==> src/rtl/pcseq_pkg.sv <==
// Shared types and defaults for the IF-stage next-PC sequencer.
package pcseq_pkg;

  typedef logic [31:2] word_addr_t;

  typedef enum logic [1:0] {
    BOOT = 2'd0,
    RUN  = 2'd1,
    PEND = 2'd2
  } state_t;

  // Encoded in ascending priority so a held redirect can be compared with '>'.
  typedef enum logic [2:0] {
    SRC_SEQ  = 3'd0,
    SRC_JMP  = 3'd1,
    SRC_BR   = 3'd2,
    SRC_ERET = 3'd3,
    SRC_EXC  = 3'd4
  } src_t;

  localparam word_addr_t DEF_START_ADDR = 30'h0000BFF;
  localparam word_addr_t DEF_EXC_VECTOR = 30'h0000C00;

endpackage

==> src/rtl/pcseq_prio.sv <==
// Priority encoder and target mux for next-PC sources.
// Exception/eret levels exist only when PCSEQ_EXC_EN is defined.
module pcseq_prio
  import pcseq_pkg::*;
#(
  parameter word_addr_t EXC_VECTOR = DEF_EXC_VECTOR
) (
  input  logic [31:2] pc,
  input  logic        exc_req,
  input  logic        eret_req,
  input  logic [31:2] epc,
  input  logic        branch_req,
  input  logic [31:2] branch_target,
  input  logic        jump_req,
  input  logic [31:2] jump_target,
  output src_t        src,
  output logic [31:2] target
);

  always_comb begin
    src    = SRC_SEQ;
    target = pc + 30'd1;
`ifdef PCSEQ_EXC_EN
    if (exc_req) begin
      src    = SRC_EXC;
      target = EXC_VECTOR;
    end else if (eret_req) begin
      src    = SRC_ERET;
      target = epc;
    end else
`endif
    if (branch_req) begin
      src    = SRC_BR;
      target = branch_target;
    end else if (jump_req) begin
      src    = SRC_JMP;
      target = jump_target;
    end
  end

`ifndef PCSEQ_EXC_EN
  logic unused_exc;
  assign unused_exc = ^{exc_req, eret_req, epc, EXC_VECTOR};
`endif

endmodule

==> src/rtl/pc_sequencer.sv <==
// Next-PC controller for the IF stage: source select, redirect holding, flushes.
// Optional exception/eret sources are enabled with PCSEQ_EXC_EN.
module pc_sequencer
  import pcseq_pkg::*;
#(
  parameter word_addr_t START_ADDR = DEF_START_ADDR,
  parameter word_addr_t EXC_VECTOR = DEF_EXC_VECTOR
) (
  input  logic        clk,
  input  logic        reset,
  input  logic [31:2] pc,
  input  logic        imem_ready,
  input  logic        stall_req,
  input  logic        jump_req,
  input  logic [31:2] jump_target,
  input  logic        branch_req,
  input  logic [31:2] branch_target,
  input  logic        exc_req,
  input  logic        eret_req,
  input  logic [31:2] epc,
  output logic [31:2] npc,
  output logic        pc_write,
  output logic        flush_ifid,
  output logic        flush_idex,
  output logic        redirect_pending,
  output logic [31:0] stall_cycles
);

  state_t      state, state_next;
  word_addr_t  pend_pc;
  src_t        pend_src;
  src_t        sel_src;
  word_addr_t  sel_target;
  logic        pend_load;

  pcseq_prio #(
    .EXC_VECTOR(EXC_VECTOR)
  ) u_prio (
    .pc            (pc),
    .exc_req       (exc_req),
    .eret_req      (eret_req),
    .epc           (epc),
    .branch_req    (branch_req),
    .branch_target (branch_target),
    .jump_req      (jump_req),
    .jump_target   (jump_target),
    .src           (sel_src),
    .target        (sel_target)
  );

  always_ff @(posedge clk) begin
    if (!reset) begin
      state        <= BOOT;
      pend_pc      <= '0;
      pend_src     <= SRC_SEQ;
      stall_cycles <= '0;
    end else begin
      state <= state_next;
      if (pend_load) begin
        pend_pc  <= sel_target;
        pend_src <= sel_src;
      end
      if (state != BOOT && !pc_write && stall_cycles != '1)
        stall_cycles <= stall_cycles + 32'd1;
    end
  end

  always_comb begin
    state_next       = state;
    npc              = pc;
    pc_write         = 1'b0;
    flush_ifid       = 1'b0;
    flush_idex       = 1'b0;
    redirect_pending = 1'b0;
    pend_load        = 1'b0;
    unique case (state)
      BOOT: begin
        npc        = START_ADDR;
        state_next = RUN;
      end
      RUN: begin
        if (sel_src != SRC_SEQ) begin
          // Redirect beats stall: the stalled instruction is flushed anyway.
          npc        = sel_target;
          flush_ifid = 1'b1;
          flush_idex = (sel_src != SRC_JMP);
          if (imem_ready) begin
            pc_write = 1'b1;
          end else begin
            pend_load  = 1'b1;
            state_next = PEND;
          end
        end else if (!stall_req && imem_ready) begin
          npc      = sel_target;
          pc_write = 1'b1;
        end
      end
      PEND: begin
        redirect_pending = 1'b1;
        pc_write         = imem_ready;
        npc              = pend_pc;
        // Only a strictly higher-priority source replaces the held target.
        if (sel_src > pend_src) begin
          npc        = sel_target;
          flush_ifid = 1'b1;
          flush_idex = (sel_src != SRC_JMP);
          pend_load  = !imem_ready;
        end
        if (imem_ready)
          state_next = RUN;
      end
      default: state_next = BOOT;
    endcase
  end

endmodule

==> config.mk <==
export PLATFORM = sky130hd
export DESIGN_NAME = pc_sequencer
export DESIGN_NICKNAME = d
export VERILOG_FILES = /design/src/rtl/pcseq_pkg.sv /design/src/rtl/pcseq_prio.sv /design/src/rtl/pc_sequencer.sv
export SDC_FILE = /design/constraint.sdc
export NUM_CORES = 1
export LEC_CHECK = 0
export CAP_MARGIN = 25
export CORE_UTILIZATION = 35
export CTS_CLUSTER_DIAMETER = 80
export DETAILED_ROUTE_END_ITERATION = 10
export PLACE_DENSITY = 0.7
export SLEW_MARGIN = 25
export SYNTH_ARGS = -nofsm -noshare
export SYNTH_HDL_FRONTEND = slang
export SYNTH_SLANG_ARGS = --single-unit
==> constraint.sdc <==
create_clock -name clk -period 5.6 [get_ports clk]
set_input_delay 1.4 -clock clk [delete_from_list [all_inputs] [get_ports clk]]
set_output_delay 1.4 -clock clk [all_outputs]
set_load 0.01 [all_outputs]
Yosys cells after proc, flatten, opt, wreduce, memory -nomap -nowiden
Cells that the tools add are included.
- equal/unequal tests: 7
- add/subtract/negate cells: 2
- reduce and logical (&&, ||, !) cells: 10
- $lt $le $gt $ge: 1
- muxes and demuxes: 27
- operators with widths (operator ; count):
    two-way mux 30 bit ; 5
    one-hot mux 30 bit (3 select lines) ; 1
    adder 32 x 1 -> 32 bit, second input constant ; 1
    inequality test 32 bit, second input constant ; 1
    adder 30 x 1 -> 30 bit, second input constant ; 1
    two-way mux 1 bit ; 12
    one-hot mux 1 bit (2 select lines) ; 4
    two-way mux 2 bit ; 3
    inequality test 2 bit, second input constant ; 3
    one-hot mux 2 bit (3 select lines) ; 1
    > comparator 3 bit ; 1
    logical AND 1 bit ; 3
    zero test 1 bit ; 3
    two-way mux 3 bit ; 1
    inequality test 3 x 1 -> 1 bit, second input constant ; 1
    AND reduction 3 bit ; 1
    nonzero test 3 bit ; 1
    == test 2 x 1 -> 1 bit, second input constant ; 1
    == test 2 bit, second input constant ; 1
    zero test 2 bit ; 1
    nonzero test 2 bit ; 1
- register bits: 67
- output and inout port bits: 66
- word-level logic and storage cells: 51
- input port bits: 128

Logic depth before layout (Yosys ltp)
- depth in word-level cells: 8
- mapped depth: 12
- depth with buffers taken out: 8

By module
Synthesis repeated with hierarchy kept, for this count alone.
- cell total of the unflattened synthesis: 670
- area, all modules: 4996.0 um^2
- modules (own cells, without submodules) (module ; sequential area each (um^2) ; area an instance (um^2) ; cells each ; times used):
    pc_sequencer ; 1341.3 ; 3833.7 ; 487 ; 1
    pcseq_prio ; 0.0 ; 1162.4 ; 183 ; 1

Worst setup path after synthesis
OpenSTA, ideal clock, no wires.
- path kind: input port to output port
- from: in jump_req
- to: out npc[12] (netlist bit)
- arrival: 3.662 ns
- buffers on the path: 4
- data required time: 4.200 ns
- slack: 0.538 ns
- stages on the path: 12
- path through: clkbuf_1 -> nor2b_1 -> clkbuf_1 -> inv_1 -> ha_1 -> nand3_1 -> o21ai_0 -> and2_1 -> buf_2 -> buf_1 -> a22oi_1 -> o21ai_0
- longest elaborated chain between the ends: 5
- elaborated cells between the ends (all ways): 10
- those cells by class: order compare (1); mux (8); reduce/logical (1)
- ends and longest elaborated chain (element ; RTL line ; text):
    start: declaration ; pc_sequencer.sv:14 ; input logic jump_req,
    two-way mux 1 bit or two-way mux 30 bit (tied branches) ; pcseq_prio.sv:35 ; end else if (jump_req) begin
    two-way mux 3 bit or two-way mux 30 bit (tied branches) ; pcseq_prio.sv:32 ; if (branch_req) begin
    > comparator 3 bit (tied with other cells) ; pc_sequencer.sv:103 ; if (sel_src > pend_src) begin
    two-way mux 30 bit, on equally long branches ; pc_sequencer.sv:103, pc_sequencer.sv:82 ;
    one-hot mux 30 bit (3 select lines) * ; pc_sequencer.sv:76 ; unique case (state)
    end: declaration ; pc_sequencer.sv:21 ; output logic [31:2] npc,
Every way passes the cells marked *; elsewhere a longest branch is shown, timed or not.

Worst setup path in the final report
- from: in pc[3] (netlist bit)
- to: out npc[12] (netlist bit)
- longest elaborated chain between the ends: 6
- elaborated cells between the ends (all ways): 7
- those cells by class: add/sub (1); mux (6)
- ends and longest elaborated chain (element ; RTL line ; text):
    start: declaration ; pc_sequencer.sv:11 ; input logic [31:2] pc,
    adder 30 x 1 -> 30 bit * ; pcseq_prio.sv:22 ; target = pc + 30'd1;
    two-way mux 30 bit * ; pcseq_prio.sv:35 ;
    two-way mux 30 bit * ; pcseq_prio.sv:32 ;
    two-way mux 30 bit ; pc_sequencer.sv:93 ; end else if (!stall_req && imem_ready) begin
    two-way mux 30 bit ; pc_sequencer.sv:82 ; if (sel_src != SRC_SEQ) begin
    one-hot mux 30 bit (3 select lines) * ; pc_sequencer.sv:76 ;
Marks and branches as above.

==> metrics <==
status=finished, final reports clean; Synth Instances=660; max incr delay on CP=0.52 ns; Detailed Place HPWL=13.2 mm; Clock transition at path regs=0.06 ns; Design Power=1.66 mW; Power Dens Cells=223 nW/um^2; CTS tree=done; Starting Density=0.361; post-layout instance area=7460 sq um; IO Port Bufs=161; Post-Layout Cell Count=1024; post-layout util=0.533; cell area after synthesis=5040 sq um; DR vias=6057; final setup vio count=0; Die ar.=14900 sq um; CTS Root Cell=clkbuf_16; asr flop ratio synth=0; placed insts=1005; gr usage total=0.243; sw frac=0.304; TritonRoute pass-1 iters=5; top_reg_cell synth=dfxtp_1; final hold vios=0; area of the multi-input gates=3410 sq um; Ports=194; crit start category=primary input; Max Freq=0.183 GHz; Syn. warnings=0; family with the most delay on the worst path=buffers and inverters; initial antenna violation count=0; P_sw=0.506 mW; final period utilization=0.974; Clock Tree Buf Depth=2; DRC viols=0; Slew @ Worst Pin=0.852 ns; Setup CP Type=in -> out; Post-synth EDFFs=0; final hold slack=0.474 ns; Detail Route Antenna Nets=0; Yosys cell types=79; register area=1320 sq um; Max VDD drop=0.205 mV; RD Place Congestion=0.931; grt total ovfl=0; Synth area leader=dfxtp_1; Comb power frac=0.318; Yosys reg bits=66; Routed WL=17.9 mm; Slowest-stage cell, CP=clkdlybuf4s50_1; Die W=122 um; share of cells above drive strength 1=0.137; Seq/Total Area, Yosys=0.262; Area contributors post-synth=dfxtp_1 26%, a21oi_1 6.2%, o21ai_0 5.7%; CP cell instances=clkdlybuf4s50_1 > ha_1 > nand3_2 > buf_4 > or4_1 > a311oi_2 > a21oi_1 > o21ai_1 > buf_4 > clkdlybuf4s50_1; Site Rows=43; crit path buf inv count=4; slew margin rel.=0.431; placed cell area=7050 sq um; unrepaired setup endpoints after global routing=false; sequential power share=0.302; fin nets=976; crit path max fanout=5; 1st-iter DRT viols=402; Clock Skews=0.00372 ns; Area Growth Syn to Fin=47.8%; cts hold-fix bufs=0; clock power share=0.380; Slew Limit Fails=0; Hold WC Path Type=reg -> reg; Vias/cell=5.92; Num CTS Buffers=9; WL per Instance=17.4 um; DIE HEIGHT=122 um; htree depth=3; clk_lat worst skew=0.34 ns; post-synthesis average cell area=7.64 sq um; diode count=0; CP Data Required Time=4.20 ns; fin crit period=5.45 ns; Max Cap Violations=0; Power Internal=1.16 mW; Setup WS pre-CTS=0.0362 ns; setup_tns=0 ns; Leak=2.56 nW; largest net degree at the start of global routing=47; filler cell count=1358; core area=14000 sq um; Final WS setup=0.147 ns; first-pass GRT wire length=28.1 mm; top-area cell type share of the netlist area=0.262; vias in the first global route=5598; Syn Nets=797; WP data arrival=4.05 ns; CTS Sinks=66; Crit. End Element=primary output
[power by group through the flow]
stage          clock network (mW)  registers [mW]  logic [mW]
2_1_floorplan                   0           0.511       0.252
3_3_place_gp                    0           0.512       0.516
3_5_place_dp                    0           0.512       0.518
4_1_cts                     0.646           0.502       0.521
5_1_grt                     0.661           0.505       0.567
6_report                    0.631           0.502       0.528
[worst reg2reg max path, stage by stage (launching register included)]
cell     delay, ns
dfxtp_1       0.39
ha_1          0.25
nand3_1       0.17
or4_4         0.61
o31ai_4       0.68
or3_1         0.21
a21oi_1       0.07
[repair_timing]
action / in CTS / in global routing
pin swaps: 0 / 1
gates resized for setup: 1 / 15
endpoints found under the setup margin: 1 / 15
setup buffers: 0 / 3
[sequential cells by signal, summed over array words and instances, names as in the netlist]
register / cells
state: 2
pend_src: 2
stall_cycles: 32
pend_pc: 30
[logic make-up after synthesis]
logic type / after synthesis / share of synthesized area
AND/OR/NAND/NOR: 240 / 0.270
adder cells (fa/ha/maj): 9 / 0.0223
flip-flops: 66 / 0.262
multiplexers: 15 / 0.0308
XOR/XNOR: 6 / 0.0104
AO/OA/AOI/OAI: 252 / 0.329
buffers and inverters: 72 / 0.0747
[synthesized netlist by cell type (all sizes together) (4+ instances only)]
library cell / count
a21oi: 62
a21o: 4
mux2i: 11
nand3: 28
buf: 16
nand2b: 5
o211ai: 4
ha: 9
nor2: 38
o31a: 4
nand4: 18
inv: 19
a211oi: 8
a22oi: 23
nor4b: 5
nor4: 8
o21ai: 65
and2: 4
or3: 18
a22o: 5
and4: 5
nor3: 12
dfxtp: 66
and3: 10
clkbuf: 36
mux2: 4
nor2b: 5
o221ai: 6
o22ai: 6
or4: 25
nand2: 52
o31ai: 21
a221oi: 12
[layout make-up]
class	instances	area share
Clock buffer	10	0.0321
Clock inverter	6	0.0121
Inverter	19	0.00957
Multi-Input combinational cell	522	0.457
Sequential cell	66	0.177
Tap cell	180	0.0302
Timing Repair Buffer	221	0.282
[cell usage in the layout (no fill, tap or decap), drive strengths merged, types with 4 or more instances in the layout]
cell type / n
a211oi: 8
a21o: 4
a21oi: 62
a221oi: 12
a22o: 5
a22oi: 23
and2: 4
and3: 10
and4: 5
buf: 61
clkbuf: 10
clkdlybuf4s50: 157
dfxtp: 66
ha: 9
inv: 19
mux2: 4
mux2i: 11
nand2: 52
nand2b: 5
nand3: 28
nand4: 18
nor2: 38
nor2b: 5
nor3: 12
nor4: 8
nor4b: 5
o211ai: 4
o21ai: 65
o221ai: 6
o22ai: 6
o31a: 4
o31ai: 21
or3: 18
or4: 25
[path summary, 6_finish.rpt]
kind                                      start                to  slack [ns]  depth (start not counted)
worst min register to register      pend_pc[14]       pend_pc[14]        0.47                          2
worst min-delay path                pend_pc[14]       pend_pc[14]        0.47                          2
worst max register to register  stall_cycles[0]  stall_cycles[11]        3.07                          6
worst max-delay path                      pc[3]           npc[12]        0.15                         10
[per-layer routing]
| metal | vias up | wire, um | GRT usage |
|---|---|---|---|
| li1 | 2925 | - | - |
| met1 | 2805 | 7730 | 0.309 |
| met2 | 293 | 8250 | 0.398 |
| met3 | 34 | 1420 | 0.0557 |
| met4 | 0 | 460 | 0.0895 |
| met5 | - | 0 | 0 |
Power figures use the tool's default switching activity.
